`config.mk`:
```
export PLATFORM = sky130hd
export DESIGN_NAME = ifetch_unit
export DESIGN_NICKNAME = d
export VERILOG_FILES = /design/src/rtl/cpu_pkg.sv /design/src/rtl/pc_next_sel.sv /design/src/rtl/ifetch_unit.sv
export SDC_FILE = /design/constraint.sdc
export NUM_CORES = 1
export LEC_CHECK = 0
export BUFFER_PORTS_ARGS = -buffer_cell sky130_fd_sc_hd__buf_2
export CAP_MARGIN = 5
export CORE_MARGIN = 2
export CORE_UTILIZATION = 28
export CTS_BUF_LIST = sky130_fd_sc_hd__clkbuf_16
export CTS_CLUSTER_DIAMETER = 100
export CTS_CLUSTER_SIZE = 25
export DETAILED_ROUTE_END_ITERATION = 6
export HOLD_SLACK_MARGIN = 0.02
export SETUP_SLACK_MARGIN = 0.3
export SLEW_MARGIN = 20
export SYNTH_ARGS = -nofsm -noshare
export SYNTH_HDL_FRONTEND = slang
export SYNTH_SLANG_ARGS = --single-unit
```
`constraint.sdc`:
```
create_clock -name clk -period 2.29 [get_ports clk]
set_clock_uncertainty 0.2 [all_clocks]
set_input_delay 0.458 -clock clk [delete_from_list [all_inputs] [get_ports clk]]
set_output_delay 0.458 -clock clk [all_outputs]
set_load 0.05 [all_outputs]
```
`src/rtl/cpu_pkg.sv`:
```
// Shared fetch-side types and default sizes for the CPU front end.
package cpu_pkg;

    // Default datapath and memory geometry.
    localparam int INSTR_W    = 32;
    localparam int PC_W       = 32;
    localparam int IMEM_BYTES = 128;
    localparam int PC_STEP    = 4;

    // Fetch unit is either streaming or parked on a bad PC until reset.
    typedef enum logic {
        FETCH_RUN,
        FETCH_FAULT
    } fetch_state_t;

    // One fetched instruction as handed to decode.
    typedef struct packed {
        logic [PC_W-1:0]    pc;
        logic [INSTR_W-1:0] instr;
    } if_id_t;

endpackage

```
`src/rtl/pc_next_sel.sv`:
```
// Combinational next-PC selection and PC legality check for the fetch unit.
// A redirect always wins over sequential fetch; a sequential fetch only
// proceeds when the output slot is free, and only from a legal PC.
module pc_next_sel
    import cpu_pkg::*;
#(
    parameter int pc_len = PC_W,
    parameter int d      = IMEM_BYTES
) (
    input  logic [pc_len-1:0] i_pc,
    input  logic              i_redirect_valid,
    input  logic [pc_len-1:0] i_redirect_pc,
    input  logic              i_free,
    output logic [pc_len-1:0] o_next_pc,
    output logic              o_capture,
    output logic              o_fault_detect
);

    // Highest byte address from which a full word can still be fetched.
    localparam logic [pc_len-1:0] LAST_PC = pc_len'(d - PC_STEP);

    logic w_pc_bad;
    logic w_redirect_bad;

    // A PC is bad if it is not word aligned or the word would run past memory.
    assign w_pc_bad       = (i_pc[1:0] != 2'b00) || (i_pc > LAST_PC);
    assign w_redirect_bad = (i_redirect_pc[1:0] != 2'b00) || (i_redirect_pc > LAST_PC);

    // Priority: redirect (good or bad), then sequential capture, else hold.
    always_comb begin
        // NOTE: every output gets a default first so no latch is inferred.
        o_next_pc      = i_pc;
        o_capture      = 1'b0;
        o_fault_detect = 1'b0;
        if (i_redirect_valid) begin
            if (w_redirect_bad) begin
                o_fault_detect = 1'b1;
            end else begin
                o_next_pc = i_redirect_pc;
            end
        end else if (i_free) begin
            // The range check is deferred while decode stalls the slot.
            if (w_pc_bad) begin
                o_fault_detect = 1'b1;
            end else begin
                o_capture = 1'b1;
                // Wraps modulo 2^pc_len; the range check fires before use.
                o_next_pc = i_pc + pc_len'(PC_STEP);
            end
        end
    end

endmodule

```
`src/rtl/ifetch_unit.sv`:
```
// Instruction fetch unit: drives the PC to a combinational instruction
// memory, captures the returned word into a one-entry valid/ready output
// register for decode, follows redirects from execute, and parks in a
// sticky fault state on a misaligned or out-of-range PC.
module ifetch_unit
    import cpu_pkg::*;
#(
    parameter int                w        = INSTR_W,
    parameter int                pc_len   = PC_W,
    parameter int                d        = IMEM_BYTES,
    parameter logic [pc_len-1:0] reset_pc = '0
) (
    input  logic              clk,
    input  logic              rst,
    output logic [pc_len-1:0] pcaddress,
    input  logic [w-1:0]      instruction,
    input  logic              redirect_valid,
    input  logic [pc_len-1:0] redirect_pc,
    output logic              out_valid,
    input  logic              out_ready,
    output logic [w-1:0]      out_instr,
    output logic [pc_len-1:0] out_pc,
    output logic              fault,
    output logic [pc_len-1:0] fault_pc
);

    // Architectural state.
    fetch_state_t      r_state;
    logic [pc_len-1:0] r_pc;
    logic              r_out_valid;
    logic [w-1:0]      r_out_instr;
    logic [pc_len-1:0] r_out_pc;
    logic              r_fault;
    logic [pc_len-1:0] r_fault_pc;

    // Next-state values.
    fetch_state_t      w_state_nxt;
    logic [pc_len-1:0] w_pc_nxt;
    logic              w_out_valid_nxt;
    logic [w-1:0]      w_out_instr_nxt;
    logic [pc_len-1:0] w_out_pc_nxt;
    logic              w_fault_nxt;
    logic [pc_len-1:0] w_fault_pc_nxt;

    // Outputs of the next-PC selector.
    logic              w_free;
    logic [pc_len-1:0] w_sel_next_pc;
    logic              w_sel_capture;
    logic              w_sel_fault;

    // The output slot can take a new word when empty or being drained.
    assign w_free = !r_out_valid || out_ready;

    pc_next_sel #(
        .pc_len (pc_len),
        .d      (d)
    ) u_pc_next_sel (
        .i_pc             (r_pc),
        .i_redirect_valid (redirect_valid),
        .i_redirect_pc    (redirect_pc),
        .i_free           (w_free),
        .o_next_pc        (w_sel_next_pc),
        .o_capture        (w_sel_capture),
        .o_fault_detect   (w_sel_fault)
    );

    // Next-state logic: RUN follows the selector, FAULT freezes everything.
    always_comb begin
        w_state_nxt     = r_state;
        w_pc_nxt        = r_pc;
        w_out_valid_nxt = r_out_valid;
        w_out_instr_nxt = r_out_instr;
        w_out_pc_nxt    = r_out_pc;
        w_fault_nxt     = r_fault;
        w_fault_pc_nxt  = r_fault_pc;
        case (r_state)
            FETCH_RUN: begin
                if (w_sel_fault) begin
                    // Blame the redirect target if one was presented,
                    // otherwise the PC we were about to fetch from.
                    w_state_nxt     = FETCH_FAULT;
                    w_fault_nxt     = 1'b1;
                    w_fault_pc_nxt  = redirect_valid ? redirect_pc : r_pc;
                    w_out_valid_nxt = 1'b0;
                end else begin
                    w_pc_nxt = w_sel_next_pc;
                    if (redirect_valid) begin
                        // Flush, even if decode is still holding the slot.
                        w_out_valid_nxt = 1'b0;
                    end else if (w_sel_capture) begin
                        w_out_valid_nxt = 1'b1;
                        w_out_instr_nxt = instruction;
                        w_out_pc_nxt    = r_pc;
                    end
                end
            end
            FETCH_FAULT: begin
                // Parked: redirects are ignored and nothing is captured.
                w_out_valid_nxt = 1'b0;
            end
            default: begin
                w_state_nxt = FETCH_FAULT;
            end
        endcase
    end

    // State register with synchronous reset that overrides every other event.
    always_ff @(posedge clk) begin
        // NOTE: non-blocking assignments so all registers update together.
        if (rst) begin
            r_state     <= FETCH_RUN;
            r_pc        <= reset_pc;
            r_out_valid <= 1'b0;
            r_out_instr <= '0;
            r_out_pc    <= '0;
            r_fault     <= 1'b0;
            r_fault_pc  <= '0;
        end else begin
            r_state     <= w_state_nxt;
            r_pc        <= w_pc_nxt;
            r_out_valid <= w_out_valid_nxt;
            r_out_instr <= w_out_instr_nxt;
            r_out_pc    <= w_out_pc_nxt;
            r_fault     <= w_fault_nxt;
            r_fault_pc  <= w_fault_pc_nxt;
        end
    end

    assign pcaddress = r_pc;
    assign out_valid = r_out_valid;
    assign out_instr = r_out_instr;
    assign out_pc    = r_out_pc;
    assign fault     = r_fault;
    assign fault_pc  = r_fault_pc;

endmodule
```
==> summary.txt <==
Synthesis
  – Proportion of netlist area held by the largest area contributor: between 50% and 60%
  – Leading post-synthesis cells by instance count: sky130_fd_sc_hd__dfxtp_1 (131), sky130_fd_sc_hd__mux2i_1 (69), sky130_fd_sc_hd__and3_1 (55), sky130_fd_sc_hd__nor2_1 (44), sky130_fd_sc_hd__nor3_1 (37)
  – Share of synthesized area occupied by flip-flops and latches: 52.2%
  – Most instantiated flip-flop cell in the synthesis netlist: sky130_fd_sc_hd__dfxtp_1
  – Most frequent cell after synthesis: sky130_fd_sc_hd__dfxtp_1
  – Number of nets in the synthesized netlist: approximately 540
  – Cell types occupying the most area after synthesis: sky130_fd_sc_hd__dfxtp_1 (52%), sky130_fd_sc_hd__mux2i_1 (14%), sky130_fd_sc_hd__a211oi_2 (7.5%)
  – Synth cell types: 40
  – Yosys warning count: 0
  – EDFF count, synth: 0
  – Number of instances in the synthesized netlist: roughly 470
  – Ys async rst share: 0%
  – Avg Synthesized Cell Area: ~11 µm²
  – #FFs+latches synth: approximately 130
  – Combined area of all synthesized cells: about 5000 µm²
  – Cell type with the highest aggregate area in the netlist: sky130_fd_sc_hd__dfxtp_1

Clock network
  – Clock transition time at the flip-flop clock pins of the worst setup and hold paths: approximately 60 ps
  – Clk sink count: between 100 and 150
  – H-tree depth reported by CTS: 4
  – Cts-stage hold buffer count: 0
  – Clock tree from TritonCTS: yes
  – Inserted Clock Buffers: 17
  – Library cell used as clock root buffer: sky130_fd_sc_hd__clkbuf_16
  – Worst-skew pair later-pin latency: ~420 ps
  – Max Buffers Root-to-Sink: 2

Setup path
  – Worst path slowest cell: sky130_fd_sc_hd__dfxtp_2
  – CP startpoint kind: flop
  – Worst Path Required: between 2000 and 2500 ps
  – Critical-path cell list: nor4_2, and4_4, and3_4, clkbuf_16, mux2i_1, nor2_1
  – Crit Path Category: reg2reg
  – Max Fanout on Critical Path: 11
  – Worst path buffer plus inverter count: 1
  – Max incr delay on CP: 340 ps
  – Crit path DAT: around 2100 ps
  – Family with the most delay on the worst path: simple AND/OR/NAND/NOR gates
  – Element type at the critical path end: flop

Power
  – Leak: 3.57 nW
  – Comb power frac: ~18%
  – Sequential share of power: slightly above 40%
  – VDD IR max: between 0.5 and 0.6 mV
  – Clk network pwr share: around two fifths
  – Net Switching: 1.84 mW
  – Internal portion of total power: between 4 and 5 mW
  – Fraction of power spent switching nets: between 30% and 40%
  – Power per Cell Area: around 830 nW/µm²

STA
  – Setup slack of the critical path after layout: about 310 ps
  – Time the final worst path needs with I/O delays and setup: 1980 ps
  – FMAX: 506 MHz
  – Total of endpoints with negative setup slack in the final report: 0
  – Final max-slew violation count: 0
  – Part of the cycle the worst path needs: a little under nine tenths
  – Worst Max-Slew Pin Slew: roughly 460 ps
  – Final Hold Viols: 0
  – Setup repair after global routing missed its margin: true
  – Worst slew slack as a fraction of its limit: 69.3%

Layout
  – Final #Nets: 757
  – Fraction of final layout cells with drive strength greater than 1: 51.6%
  – Area occupied by multi-input gates: ~2400 µm²
  – Layout overhead on the synthesized area: 45.5%
  – Number of fillers in the final layout: around 1.7k
  – Total area of sequential cells: ~2700 µm²
  – Final design utilization: a little over two fifths

Placement
  – Post-place setup slack: -126 ps
  – GP Congestion: about 0.73
  – Sum of net half-perimeters after detailed placement: about 11 mm
  – Port bufs: about 200

Floorplanning
  – Die Outline Area: roughly 19000 µm²
  – Placement row count: 48
  – I/O pin cnt: between 150 and 200
  – Initial core utilization: between 20% and 30%
  – Die W: 138 µm
  – Die height: 138 µm
  – Core Box Area: around 17000 µm²

Global route
  – Vias in the first global route: 4256
  – GRT overflow: 0
  – Antenna violations before repair: 2
  – Pin count of the biggest net entering global routing: 39
  – Total global routing track utilization: between 15 and 20%
  – Global-route wire length before repair: between 20 and 25 mm

Route
  – Final WL: 15.1 mm
  – Count of unresolved DRC violations after routing: 0
  – DRC marker count from the first detailed-route iteration: around 230
  – Average via count per standard cell: between 4 and 5
  – Initial DRT Pass Iterations: 4
  – Via count: 4422
  – WL per Instance: roughly 16 µm
  – Residual antenna-violating net count after detailed routing: 0

Flow run
  – Number of maximum-capacitance violations: 0

Hold path
  – Hold crit path type: in2reg

Outcome
  – Outcome: finished clean
[registers in the layout (all words and copies together) (netlist names)]
signal and flops:
out_instr 32, out_pc 32, fault_pc 32, out_valid 1, pcaddress 32, r_state 1
fault 1
[kinds of logic after synthesis]
family	share of synthesized area (%)
AOI/OAI and AO/OA	11.7
buffers and inverters	4.38
muxes	13.7
and+or+nand+nor	17.7
adders and majority gates	0.249
DFF	52.2
[layout by cell type (no fill, tap or decap), types with 2 or more instances in the layout]
cell type	Yosys	routed
sky130_fd_sc_hd__o22ai_2	0	2
sky130_fd_sc_hd__clkinv_4	0	3
sky130_fd_sc_hd__clkbuf_16	0	18
sky130_fd_sc_hd__a21oi_1	9	9
sky130_fd_sc_hd__nor4_2	0	4
sky130_fd_sc_hd__buf_6	7	2
sky130_fd_sc_hd__nor4_4	0	3
sky130_fd_sc_hd__mux2i_1	69	68
sky130_fd_sc_hd__nor3_2	0	14
sky130_fd_sc_hd__nor3_1	37	23
sky130_fd_sc_hd__a211oi_2	30	32
sky130_fd_sc_hd__dfxtp_1	131	106
sky130_fd_sc_hd__buf_12	0	6
sky130_fd_sc_hd__buf_2	2	196
sky130_fd_sc_hd__inv_1	2	2
sky130_fd_sc_hd__o32ai_2	0	3
sky130_fd_sc_hd__dfxtp_2	0	24
sky130_fd_sc_hd__clkinvlp_4	0	4
sky130_fd_sc_hd__and3_1	55	53
sky130_fd_sc_hd__inv_6	0	3
sky130_fd_sc_hd__buf_4	1	31
sky130_fd_sc_hd__clkinv_2	0	3
sky130_fd_sc_hd__nor4_1	13	6
sky130_fd_sc_hd__a31oi_1	2	2
sky130_fd_sc_hd__nor2_1	44	43
sky130_fd_sc_hd__nand2_1	9	8
sky130_fd_sc_hd__nand3_1	2	2
sky130_fd_sc_hd__diode_2	0	2
[worst min-delay path, delay by kind of cell]
family	cells	cell delay (ps)
buffers and inverters	1	70
muxes	1	50
and+or+nand+nor	1	70
[metal layers]
| layer | wire (µm) | GRT usage [%] | part of all wire [%] |
|---|---|---|---|
| met5 | 0 | 0 | 0 |
| met2 | 7030 | 24.8 | 47 |
| met4 | 161 | 5.67 | 1.1 |
| met1 | 6840 | 19.9 | 45 |
| met3 | 1090 | 5.34 | 7.2 |
[area by class of cell]
type,instances,share of cell area (%)
clock buffers,17,5.82
flip-flops and latches,131,36.3
well taps,225,3.85
repair buffers,236,18.9
inverters,3,0.154
clock inverters,15,1.80
diodes,2,0.0685
multi-input cells,299,33.1
[worst paths after layout]
kind                                            startpoint                          to  slack [ps]  cells after the start
worst max register to register  pcaddress[31]$_SDFFE_PP0P_   out_instr[0]$_SDFFE_PP0P_         310                      6
worst min register to register     out_pc[22]$_SDFFE_PP0P_     out_pc[22]$_SDFFE_PP0P_         270                      1
worst max-delay path            pcaddress[31]$_SDFFE_PP0P_   out_instr[0]$_SDFFE_PP0P_         310                      6
worst min-delay path                       instruction[26]  out_instr[26]$_SDFFE_PP0P_          70                      3
[through the flow]
stage	power, mW	hold slack [ps]	TNS, ps	instance area [µm²]	cells
6_report	6.07	66.7	0	7310	928
4_1_cts	6.09	56.5	0	7090	924
5_1_grt	6.32	66.0	0	7310	927
2_1_floorplan	3.22	318	0	5080	473
3_5_place_dp	3.51	261	-3120	6480	892
3_3_place_gp	3.51	259	-3340	6480	892
[power by group through the flow]
stage               registers (mW)  clock network (mW)  logic, mW
finish                        2.45                2.55       1.07
global route                  2.46                2.72       1.13
CTS                           2.45                2.62       1.03
detailed placement            2.49                   0       1.02
global placement              2.49                   0       1.01
floorplan                     2.84                   0      0.384
[timing repair]
item	CTS	global route
gates resized for setup	11	35
pin swaps	3	5
endpoints found under the setup margin	94	92
gates cloned	0	1
setup buffers	0	1
(Power assumes the default switching activity.)
